<file path="config.mk">
export PLATFORM = sky130hd
export DESIGN_NAME = spi_shift_eng
export DESIGN_NICKNAME = d
export VERILOG_FILES = /design/src/rtl/spi_eng_pkg.sv /design/src/rtl/spi_bit_idx.sv /design/src/rtl/spi_shift_eng.sv
export SDC_FILE = /design/constraint.sdc
export NUM_CORES = 1
export LEC_CHECK = 0
export CAP_MARGIN = 20
export CORE_ASPECT_RATIO = 0.8
export CORE_MARGIN = 2
export CORE_UTILIZATION = 40
export CTS_BUF_LIST = sky130_fd_sc_hd__clkbuf_16
export DETAILED_ROUTE_END_ITERATION = 7
export PLACE_DENSITY = 0.73
export SLEW_MARGIN = 20
export SYNTH_ARGS = -nofsm -noshare
export SYNTH_HDL_FRONTEND = slang
export SYNTH_SLANG_ARGS = --single-unit
</file>
<file path="constraint.sdc">
create_clock -name clk_in -period 9.4 [get_ports clk_in]
set_input_delay 1.88 -clock clk_in [delete_from_list [all_inputs] [get_ports clk_in]]
set_output_delay 1.88 -clock clk_in [all_outputs]
set_load 0.05 [all_outputs]
</file>
<file path="src/rtl/spi_eng_pkg.sv">
// Shared types and helpers for the SPI master shift engine.
package spi_eng_pkg;

  localparam int DW_DEF    = 32;
  localparam int LEN_W_DEF = 6;

  typedef enum logic [1:0] {
    IDLE  = 2'd0,
    SHIFT = 2'd1,
    FIN   = 2'd2
  } state_e;

  // Zero and oversize lengths both mean a full-width character.
  function automatic int eff_len(input int char_len, input int dw);
    return (char_len == 0 || char_len > dw) ? dw : char_len;
  endfunction

endpackage

</file>
<file path="src/rtl/spi_bit_idx.sv">
// Remaining-bit down-counter plus the bit index it implies for the current
// bit order; one instance serves the tx path, another the rx path.
module spi_bit_idx
  import spi_eng_pkg::*;
#(
  parameter int LEN_W = LEN_W_DEF,
  parameter int IW    = 5
) (
  input  logic             clk_in,
  input  logic             rst_n,
  input  logic             load_i,
  input  logic [LEN_W-1:0] load_val_i,
  input  logic             dec_i,
  input  logic [LEN_W-1:0] len_i,
  input  logic             lsb_i,
  output logic [LEN_W-1:0] rem_o,
  output logic [IW-1:0]    idx_o
);

  logic [LEN_W-1:0] rem_q, rem_d;

  always_comb begin
    rem_d = rem_q;
    if (load_i) begin
      rem_d = load_val_i;
    end else if (dec_i && rem_q != '0) begin
      rem_d = rem_q - LEN_W'(1);
    end
  end

  always_ff @(posedge clk_in or negedge rst_n) begin
    if (!rst_n) begin
      rem_q <= '0;
    end else begin
      rem_q <= rem_d;
    end
  end

  assign rem_o = rem_q;
  // LSB-first walks upward from bit 0; MSB-first walks downward to bit 0.
  assign idx_o = lsb_i ? IW'(len_i - rem_q) : IW'(rem_q - LEN_W'(1));

endmodule

</file>
<file path="src/rtl/spi_shift_eng.sv">
// SPI master shift engine driven by the clock generator's edge pulses.
// Optional SPI_SHIFT_LOOPBACK_EN adds a loopback input routing mosi into rx.
module spi_shift_eng
  import spi_eng_pkg::*;
#(
  parameter int DW    = DW_DEF,
  parameter int LEN_W = LEN_W_DEF
) (
  input  logic             clk_in,
  input  logic             rst_n,
  input  logic             go,
  input  logic [LEN_W-1:0] char_len,
  input  logic             lsb,
  input  logic             tx_negedge,
  input  logic             rx_negedge,
  input  logic [DW-1:0]    tx_data,
  input  logic             pos_edge,
  input  logic             neg_edge,
  input  logic             miso,
`ifdef SPI_SHIFT_LOOPBACK_EN
  input  logic             loopback,
`endif
  output logic             mosi,
  output logic             sclk_en,
  output logic             busy,
  output logic             done,
  output logic [DW-1:0]    rx_data
);

  localparam int IW = $clog2(DW);

  state_e           state_q;
  logic             mosi_q, busy_q, done_q;
  logic             lsb_q, txn_q, rxn_q;
  logic [LEN_W-1:0] len_q, len_d;
  logic [DW-1:0]    tx_sr_q, rx_sr_q, rx_sr_d, rx_data_q;
  logic [LEN_W-1:0] tx_rem, rx_rem;
  logic [IW-1:0]    tx_idx, rx_idx, first_idx;
  logic             accept, tx_ev, rx_ev, tx_fire, rx_fire, rx_bit;

  assign len_d     = LEN_W'(eff_len(int'(char_len), DW));
  assign accept    = (state_q == IDLE) && go;
  assign first_idx = lsb ? '0 : IW'(len_d - LEN_W'(1));
  assign tx_ev     = txn_q ? neg_edge : pos_edge;
  assign rx_ev     = rxn_q ? neg_edge : pos_edge;
  assign tx_fire   = (state_q == SHIFT) && tx_ev && (tx_rem != '0);
  assign rx_fire   = (state_q == SHIFT) && rx_ev && (rx_rem != '0);

`ifdef SPI_SHIFT_LOOPBACK_EN
  assign rx_bit = loopback ? mosi_q : miso;
`else
  assign rx_bit = miso;
`endif

  always_comb begin
    rx_sr_d         = rx_sr_q;
    rx_sr_d[rx_idx] = rx_bit;
  end

  // The first bit is presented at go, so tx only counts the L-1 advances.
  spi_bit_idx #(.LEN_W(LEN_W), .IW(IW)) u_tx_idx (
    .clk_in     (clk_in),
    .rst_n      (rst_n),
    .load_i     (accept),
    .load_val_i (len_d - LEN_W'(1)),
    .dec_i      (tx_fire),
    .len_i      (len_q),
    .lsb_i      (lsb_q),
    .rem_o      (tx_rem),
    .idx_o      (tx_idx)
  );

  spi_bit_idx #(.LEN_W(LEN_W), .IW(IW)) u_rx_idx (
    .clk_in     (clk_in),
    .rst_n      (rst_n),
    .load_i     (accept),
    .load_val_i (len_d),
    .dec_i      (rx_fire),
    .len_i      (len_q),
    .lsb_i      (lsb_q),
    .rem_o      (rx_rem),
    .idx_o      (rx_idx)
  );

  always_ff @(posedge clk_in or negedge rst_n) begin
    if (!rst_n) begin
      state_q   <= IDLE;
      mosi_q    <= 1'b0;
      busy_q    <= 1'b0;
      done_q    <= 1'b0;
      rx_data_q <= '0;
      tx_sr_q   <= '0;
      rx_sr_q   <= '0;
      len_q     <= '0;
      lsb_q     <= 1'b0;
      txn_q     <= 1'b0;
      rxn_q     <= 1'b0;
    end else begin
      done_q <= 1'b0;
      case (state_q)
        IDLE: begin
          if (accept) begin
            tx_sr_q <= tx_data;
            len_q   <= len_d;
            lsb_q   <= lsb;
            txn_q   <= tx_negedge;
            rxn_q   <= rx_negedge;
            mosi_q  <= tx_data[first_idx];
            rx_sr_q <= '0;
            busy_q  <= 1'b1;
            state_q <= SHIFT;
          end
        end
        SHIFT: begin
          if (tx_fire) begin
            mosi_q <= tx_sr_q[tx_idx];
          end
          if (rx_fire) begin
            rx_sr_q <= rx_sr_d;
            // Last sample lands directly in rx_data so done and data align.
            if (rx_rem == LEN_W'(1)) begin
              rx_data_q <= rx_sr_d;
              done_q    <= 1'b1;
              state_q   <= FIN;
            end
          end
        end
        FIN: begin
          busy_q  <= 1'b0;
          state_q <= IDLE;
        end
        default: state_q <= IDLE;
      endcase
    end
  end

  assign mosi    = mosi_q;
  assign busy    = busy_q;
  assign sclk_en = busy_q;
  assign done    = done_q;
  assign rx_data = rx_data_q;

endmodule
</file>
---- Yosys cells after proc, flatten, opt, wreduce, memory -nomap -nowiden ----
Cells that the tools add are included.
operators by class
  order comparisons ....................... 5
  mux-type cells .......................... 32
  eq/ne operators ......................... 7
  add/subtract/negate cells ............... 5
  reductions and logical operators ........ 23
operators with widths
  kind                                                               count
  two-way mux 32 bit                                                 2
  case mux 32 bit (2 select lines)                                   1
  bitwise mux 32 bit                                                 1
  two-way mux 6 bit                                                  5
  less-than comparator 5 x 6 -> 1 bit, second input constant         3
  subtractor 6 x 1 -> 6 bit, second input constant                   3
  two-way mux 5 bit                                                  3
  AND reduction 3 bit                                                4
  nonzero test 6 bit                                                 2
  two-way mux 1 bit                                                  11
  binary-select mux 1 bit (select 5 bit)                             2
  subtractor 5 bit                                                   2
  logical AND 1 bit                                                  8
  nonzero test 2 bit                                                 4
  == test 6 x 1 -> 1 bit, second input constant                      1
  > comparator 6 bit, second input constant                          1
  logical NOT 6 bit                                                  1
  two-way mux 2 bit                                                  3
  != test 2 x 1 -> 1 bit, second input constant                      3
  demux 1 bit (select 5 bit)                                         1
  greater-or-equal comparator 5 x 1 -> 1 bit, second input constant  1
  case mux 1 bit (2 select lines)                                    2
  case mux 2 bit (2 select lines)                                    1
  AND reduction 2 bit                                                2
  5 further kinds                                                    5
storage, ports and cells
  register bits ........................... 121
  input bits .............................. 47
  logic and storage cells ................. 85
  output and inout bits ................... 36

---- Logic depth before layout (Yosys ltp) ----
Gate-level depths: netlist of run 1.
  depth after elaboration ................. 9
  gate-level depth with buffers ........... 12
  depth with buffers taken out ............ 11

---- Modules after synthesis ----
Synthesis of run 1 repeated with hierarchy kept, for this count alone.
second synthesis, totals
  cells, all modules ...................... 793
  area total of the unflattened synthesis .. 6917.9 um^2
by module, submodules not included
  module                  area each (um^2)  cells an instance  times used  seq. area each (um^2)
  spi_shift_eng           5579.1            625                1           2752.6
  spi_bit_idx (u_rx_idx)  673.1             85                 1           150.1
  spi_bit_idx (u_tx_idx)  665.6             83                 1           150.1

---- Worst setup path after synthesis of run 1 ----
No wires, ideal clock.
  path type ............................... input port to flip-flop
  start ................................... input char_len[0]
  end ..................................... register mosi_q (netlist: mosi)
  path slack .............................. 5.104 ns
  cell stages on the path ................. 11
  path buffers ............................ 2
  data required time ...................... 9.246 ns
  library setup time ...................... 0.154 ns
  arrival time ............................ 4.142 ns
  path through ............................ nor2b_1 -> clkbuf_1 -> inv_2 -> ha_1 -> inv_1 -> or3_1 -> clkbuf_1 -> o22ai_1 -> a21oi_1 -> a2111oi_0 -> a2111oi_2
between the ends
  longest elaborated chain between the ends .. 9
  elaborated cells between the ends (all ways) .. 10
  classes of those cells .................. add/sub: 1; order compare: 1; mux: 6; reduce/logical: 2
ends and longest elaborated chain
  element                                                  line                  text
  from (decl)                                              spi_shift_eng.sv:12   input logic [LEN_W-1:0] char_len,
  > comparator 6 bit or logical NOT 6 bit (tied branches)  spi_eng_pkg.sv:15     return (char_len == 0 || char_len > dw) ? dw : char_len;
  logical OR 1 bit                                         spi_eng_pkg.sv:15
  two-way mux 6 bit (*)                                    spi_eng_pkg.sv:15
  subtractor 6 x 1 -> 6 bit (*)                            n/a
  two-way mux 5 bit (*)                                    spi_shift_eng.sv:43   assign first_idx = lsb ? '0 : IW'(len_d - LEN_W'(1));
  binary-select mux 1 bit (select 5 bit) (*)               spi_shift_eng.sv:108  mosi_q <= tx_data[first_idx];
  two-way mux 1 bit (not written as such) (*)              spi_shift_eng.sv:108
  two-way mux 1 bit (*)                                    spi_shift_eng.sv:102  if (accept) begin
  case mux 1 bit (2 select lines) (*)                      spi_shift_eng.sv:100  case (state_q)
  to (signal assigned)                                     spi_shift_eng.sv:108
  to (signal assigned)                                     spi_shift_eng.sv:116  mosi_q <= tx_sr_q[tx_idx];
  to (decl)                                                spi_shift_eng.sv:33   logic mosi_q, busy_q, done_q;
Mark *: on every way between the ends. The rest lies on a longest branch, timed or not. The select of a mux whose other input is x is not followed.
A chain may end at the register's enable or synchronous reset.

---- Worst setup path after layout of run 1 ----
  start ................................... input char_len[5]
  end ..................................... register mosi_q (netlist: mosi)
between the ends
  longest elaborated chain between the ends .. 9
  elaborated cells between the ends (all ways) .. 10
  classes of those cells .................. add/sub: 1; order compare: 1; mux: 6; reduce/logical: 2
ends and longest elaborated chain
  element                                                  line
  > comparator 6 bit or logical NOT 6 bit (tied branches)  spi_eng_pkg.sv:15
  logical OR 1 bit (*)                                     spi_eng_pkg.sv:15
  two-way mux 6 bit (*)                                    spi_eng_pkg.sv:15
  subtractor 6 x 1 -> 6 bit (*)                            n/a
  two-way mux 5 bit (*)                                    spi_shift_eng.sv:43
  binary-select mux 1 bit (select 5 bit) (*)               spi_shift_eng.sv:108
  two-way mux 1 bit (not written as such) (*)              spi_shift_eng.sv:108
  two-way mux 1 bit (*)                                    spi_shift_eng.sv:102
  case mux 1 bit (2 select lines) (*)                      spi_shift_eng.sv:100
Marks and branches as above.

==> results of run 1 <==
-- worst max path at each step --
| stage | end | depth (start not counted) |
|---|---|---|
| floorplan | mosi | 11 |
| global placement | mosi | 11 |
| detailed placement | mosi | 11 |
| CTS | mosi | 11 |
| global route | mosi | 11 |
| finish | mosi | 11 |
-- final cells by class --
| class | count | area [sq um] |
|---|---|---|
| repair buffers | 92 | 893 |
| clock buffers | 17 | 425 |
| fillers | 1525 | 8220 |
| clock inverters | 15 | 178 |
| flip-flops and latches | 121 | 3030 |
| well taps | 220 | 275 |
| multi-input cells | 613 | 3570 |
| inverters | 18 | 67.6 |
-- sequential cells by signal (all words and copies together), names as in the netlist, 2 cells and up --
name,cells
rx_data,32
rx_sr_q,32
tx_sr_q,32
u_rx_idx.rem_o,6
u_tx_idx.rem_o,6
len_q,5
state_q,2
-- per-layer routing --
layer	share of wire	track usage
met5	0	0
met4	0.014	0.0548
met3	0.080	0.0541
met2	0.41	0.299
met1	0.49	0.347
-- cell families (layout without fill, tap and decap cells) --
family	count (synthesis)	after routing	share of synthesized area
xor gates and xnor gates	15	15	0.0192
adders and majority gates	15	15	0.0296
buffers and inverters	67	142	0.0407
muxes	26	26	0.0444
AOI/OAI and AO/OA	203	203	0.196
and+or+nand+nor	354	354	0.229
DFF	121	121	0.442
-- where the power goes --
part	total [mW]	switching, mW	internal [mW]
sequential	0.883	0.170	0.713
combinational	1.75	1.14	0.613
clock	0.671	0.254	0.416
total	3.30	1.56	1.74
-- synthesized netlist by cell type (all sizes together) (8+ instances only) --
cell / number
inv: 18
xnor2: 10
o211ai: 18
o22ai: 8
ha: 13
nor2: 48
a22o: 16
mux2i: 21
o21ai: 65
nand2b: 8
a21oi: 26
a31oi: 18
nand3: 35
buf: 12
nor3: 28
clkbuf: 37
dfrtp: 121
nand2: 194
a211oi: 10
-- critical path: cells and delay by family --
kind	cells	cell delay [ns]
XOR/XNOR	1	0.56
AND/OR/NAND/NOR	2	0.39
AO/OA/AOI/OAI	4	0.88
buffers and inverters	3	0.87
adder cells (fa/ha/maj)	1	0.24
==> results.sh, run 1 <==
export IMPL_outcome="finished clean"
export IMPL_finClkSkew_ns=0.00799
export IMPL_wire_per_inst_um=17.7
export IMPL_diodes=0
export IMPL_max_stage_delay_ns=0.56
export IMPL_clock_sinks=121
export IMPL_antenna_left=0
export IMPL_die_area_sq_um=18200
export IMPL_antenna_found_initial=0
export IMPL_rows=42
export IMPL_r2r_end="rx_data[6]"
export IMPL_drv_cap=0
export IMPL_min_period_ns=4.52
export IMPL_peakVddDrop_uv=193
export IMPL_wirelength_mm=19.4
export IMPL_finalCritPeriodShare=0.481
export IMPL_io_pins=83
export IMPL_num_vias=6302
export IMPL_criticalPathCategory="primary input to flip-flop"
export IMPL_r2r_start="u_rx_idx.rem_o[0]"
export IMPL_yosysUniqueCellTypes=63
export IMPL_synth_warnings=0
export IMPL_core_sq_um=16700
export IMPL_first_global_vias=5927
export IMPL_grt_pass1_wl_mm=31.7
export IMPL_post_place_ws_ns=4.49
export IMPL_holdWs_ns=0.466
export IMPL_place_inst=1064
export IMPL_gp_congestion=0.856
export IMPL_setup_tns_final_ns=0
export IMPL_worst_r2r_setup_slack_ns=5.88
export IMPL_hold_violations=0
export IMPL_placed_area_sq_um=7830
export IMPL_tritoncts="yes"
export IMPL_die_width_um=150
export IMPL_hpwl_mm=13.1
export IMPL_cts_buffers=17
export IMPL_slowest_stage="xnor2_1"
export IMPL_hp_start="tx_sr_q[2]"
export IMPL_hold_depth=2
export IMPL_start_kind="primary input"
export IMPL_start_util=0.411
export IMPL_path_clk_slew_ns=0.06
export IMPL_synthToLayoutAreaGrowth_pct=23.1
export IMPL_rsz0062_at_grt="false"
export IMPL_fin_ws_ns=4.88
export IMPL_cts_buffer_depth=2
export IMPL_port_buffer_count=82
export IMPL_die_height_um=121
export IMPL_syn_nets=863
export IMPL_syn_mean_instance_area_sq_um=8.56
export IMPL_r2r_cells=10
export IMPL_grt_max_degree=63
export IMPL_power_total_mw=3.30
export IMPL_grt_overflow=0
export IMPL_dr_pass1_iters=7
export IMPL_root_buffer="clkbuf_16"
export IMPL_final_cell_mix="nand2_1 (194), dfrtp_1 (120), clkdlybuf4s50_1 (81)"
export IMPL_synth_edff_count=0
export IMPL_synthCells=801
export IMPL_layout_drive_gt1_share=0.0696
export IMPL_final_cell_area_sq_um=8430
export IMPL_ys_seq_elements=121
export IMPL_htreeDepth=4
export IMPL_post_cts_buffers=0
export IMPL_p_leak_nw=3.63
export IMPL_nets=925
export IMPL_synth_top_cell_by_area="dfrtp_1"
export IMPL_final_common_cell="nand2_1"
export IMPL_crit_start="char_len[5]"
export IMPL_drtIter0Drc=680
export IMPL_maxSlewHeadroom=0.279
export IMPL_power_density_nw_per_um2=392
export IMPL_cp_end_kind="flip-flop"
export IMPL_arrival_ns=4.83
export IMPL_yosys_most_used_dff="dfrtp_1"
export IMPL_hold_buffers=0
export IMPL_utilization=0.506
export IMPL_fmax_mhz=221
export IMPL_crit_required_ns=9.71
export IMPL_crit_fanout=13
export IMPL_min_to="tx_sr_q[2]"
export IMPL_cts_resized=0
export IMPL_netlist_area_leader_share=0.442
export IMPL_track_usage=0.221
export IMPL_async_flop_share=1.00
export IMPL_synthTopCellsByArea="dfrtp_1 (44%), nand2_1 (11%), o21ai_1 (3.3%)"
export IMPL_setup_viol=0
export IMPL_drv_slew=0
export IMPL_drc=0
export IMPL_vias_per_cell=5.75
export IMPL_worstSkewPairLatency_ns=0.42
export IMPL_final_instance_count_excl_fill=1096
export IMPL_syn_area_sq_um=6850
export IMPL_hold_path_class="flip-flop to flip-flop"
export IMPL_path_cells="clkdlybuf4s50_1 -> nor2b_1 -> buf_4 -> inv_2 -> ha_1 -> xnor2_1 -> nor2_1 -> a211oi_1 -> a21oi_1 -> a41o_1 -> a2111oi_2"
export IMPL_yosysSeqAreaShare=0.442
export IMPL_tightest_slew_ns=1.06
Note: power is estimated with default switching activity, not from simulation.
==> run 2, diff against run 1 <==
--- a/config.mk
+++ b/config.mk
@@ -11,7 +11,7 @@
 export CORE_UTILIZATION = 40
 export CTS_BUF_LIST = sky130_fd_sc_hd__clkbuf_16
 export DETAILED_ROUTE_END_ITERATION = 7
-export PLACE_DENSITY = 0.73
+export PLACE_DENSITY = 0.75
 export SLEW_MARGIN = 20
 export SYNTH_ARGS = -nofsm -noshare
 export SYNTH_HDL_FRONTEND = slang
==> constraint.sdc (replaced) <==
create_clock -name clk_in -period 3.9 [get_ports clk_in]
set_input_delay 0.78 -clock clk_in [delete_from_list [all_inputs] [get_ports clk_in]]
set_output_delay 0.78 -clock clk_in [all_outputs]
set_load 0.05 [all_outputs]
==> run 2 against run 1 <==
Effect of this change: non-clock buffer count up 6; sequential power up 140%; cell area up 0.65%; first-iteration DRC count up 48%; worst setup slack worse by 4.3 ns.
==> results.sh, run 2 (same netlist as run 1, synthesis figures left out) <==
export IMPL_gp_congestion=0.931
export IMPL_start_kind="flip-flop"
export IMPL_cts_buffers=17
export IMPL_place_inst=1070
export IMPL_wirelength_mm=19.3
export IMPL_min_period_ns=3.36
export IMPL_vias_per_cell=5.84
export IMPL_crit_required_ns=4.20
export IMPL_grt_max_degree=55
export IMPL_hold_path_class="primary input to async pin"
export IMPL_worstSkewPairLatency_ns=0.43
export IMPL_p_leak_nw=3.67
export IMPL_crit_fanout=12
export IMPL_tightest_slew_ns=1.07
export IMPL_rsz0062_at_grt="false"
export IMPL_die_height_um=121
export IMPL_top_usage_layer="met1"
export IMPL_drtIter0Drc=1006
export IMPL_hold_violations=0
export IMPL_max_stage_delay_ns=0.59
export IMPL_drv_cap=0
export IMPL_fillCellCount=1510
export IMPL_finalCritPeriodShare=0.862
export IMPL_r2r_start="u_rx_idx.rem_o[0]"
export IMPL_cts_buffer_depth=2
export IMPL_slowest_stage="dfrtp_1"
export IMPL_port_buffer_count=82
export IMPL_layout_drive_gt1_share=0.0737
export IMPL_peakVddDrop_uv=414
export IMPL_worst_r2r_setup_slack_ns=0.54
export IMPL_core_sq_um=16700
export IMPL_cp_end_kind="flip-flop"
export IMPL_met3_usage=0.0519
export IMPL_root_buffer="clkbuf_16"
export IMPL_track_usage=0.219
export IMPL_antenna_found_initial=0
export IMPL_final_cell_mix="nand2_1 (194), dfrtp_1 (121), clkdlybuf4s50_1 (81)"
export IMPL_wire_per_inst_um=17.6
export IMPL_path_clk_slew_ns=0.06
export IMPL_setup_tns_final_ns=0
export IMPL_grt_use_met1=0.337
export IMPL_grt_pass1_wl_mm=31.3
export IMPL_die_width_um=150
export IMPL_drv_slew=0
export IMPL_tritoncts="yes"
export IMPL_dr_pass1_iters=7
export IMPL_antenna_left=0
export IMPL_post_cts_buffers=0
export IMPL_final_common_cell="nand2_1"
export IMPL_grt_use_met2=0.304
export IMPL_grt_overflow=0
export IMPL_power_density_nw_per_um2=944
export IMPL_r2r_end="rx_data[21]"
export IMPL_setup_viol=0
export IMPL_r2r_cells=10
export IMPL_maxSlewHeadroom=0.285
export IMPL_start_util=0.411
export IMPL_outcome="finished clean"
export IMPL_htreeDepth=4
export IMPL_nets=931
export IMPL_hold_buffers=0
export IMPL_cts_resized=0
export IMPL_hpwl_mm=13.2
export IMPL_drc=0
export IMPL_rows=42
export IMPL_final_instance_count_excl_fill=1102
export IMPL_fmax_mhz=297
export IMPL_first_global_vias=5910
export IMPL_synthToLayoutAreaGrowth_pct=23.9
export IMPL_num_vias=6441
export IMPL_criticalPathCategory="flip-flop to flip-flop"
export IMPL_path_cells="ha_1 -> inv_1 -> fa_1 -> a21o_1 -> a21oi_1 -> xnor2_1 -> o2111ai_1 -> nor3_1 -> mux2i_1 -> o21ai_1"
export IMPL_clock_sinks=121
export IMPL_die_area_sq_um=18200
export IMPL_io_pins=83
export IMPL_diodes=0
export IMPL_finClkSkew_ns=0.00636
export IMPL_arrival_ns=3.67
==> run 2: worst max-delay path by stage <==
stage               cells after the start           to         startpoint
finish                                 10  rx_data[21]  u_rx_idx.rem_o[0]
global route                           10  rx_sr_q[23]  u_rx_idx.rem_o[0]
CTS                                    10  rx_data[21]  u_rx_idx.rem_o[0]
detailed placement                     10         mosi        char_len[5]
global placement                       10         mosi        char_len[5]
floorplan                              11         mosi        char_len[0]
==> run 2: final cells by class <==
| class | count | area [sq um] | area share |
|---|---|---|---|
| clock inverters | 15 | 175 | 0.0206 |
| well taps | 220 | 275 | 0.0324 |
| multi-input cells | 613 | 3570 | 0.420 |
| clock buffers | 17 | 425 | 0.0501 |
| repair buffers | 98 | 951 | 0.112 |
| flip-flops and latches | 121 | 3030 | 0.357 |
| inverters | 18 | 67.6 | 0.00796 |
==> run 2: per-layer routing <==
metal,wire length [um],part of all wire
met5,0,0
met2,8190,0.42
met3,1940,0.10
met4,203,0.010
met1,9010,0.47
==> run 2: stage by stage <==
step | util | worst slack (ns) | instance area (sq um) | hold slack, ns | total power, mW
detailed placement | 0.473 | 0.298 | 7880 | 0.457 | 6.27
finish | 0.510 | 0.537 | 8490 | 0.411 | 8.01
global route | 0.510 | 0.265 | 8490 | 0.474 | 8.50
global placement | 0.473 | 0.308 | 7880 | 0.458 | 6.20
CTS | 0.509 | 0.595 | 8480 | 0.426 | 7.90
floorplan | - | 0.704 | 6850 | 0.437 | 5.13
==> run 2: critical path, delay by kind of cell (launching register included) <==
| family | cells | cell delay, ns |
|---|---|---|
| compound gates | 4 | 0.93 |
| fa+ha+maj | 2 | 0.65 |
| flops | 1 | 0.59 |
| simple gates | 1 | 0.48 |
| mux | 1 | 0.31 |
| xor+xnor | 1 | 0.23 |
| buf+inv | 1 | 0.06 |
==> run 2: report_power, final <==
group | switching, mW | internal (mW) | total [mW]
sequential | 0.367 | 1.72 | 2.09
combinational | 2.79 | 1.53 | 4.31
clock | 0.609 | 1.00 | 1.61
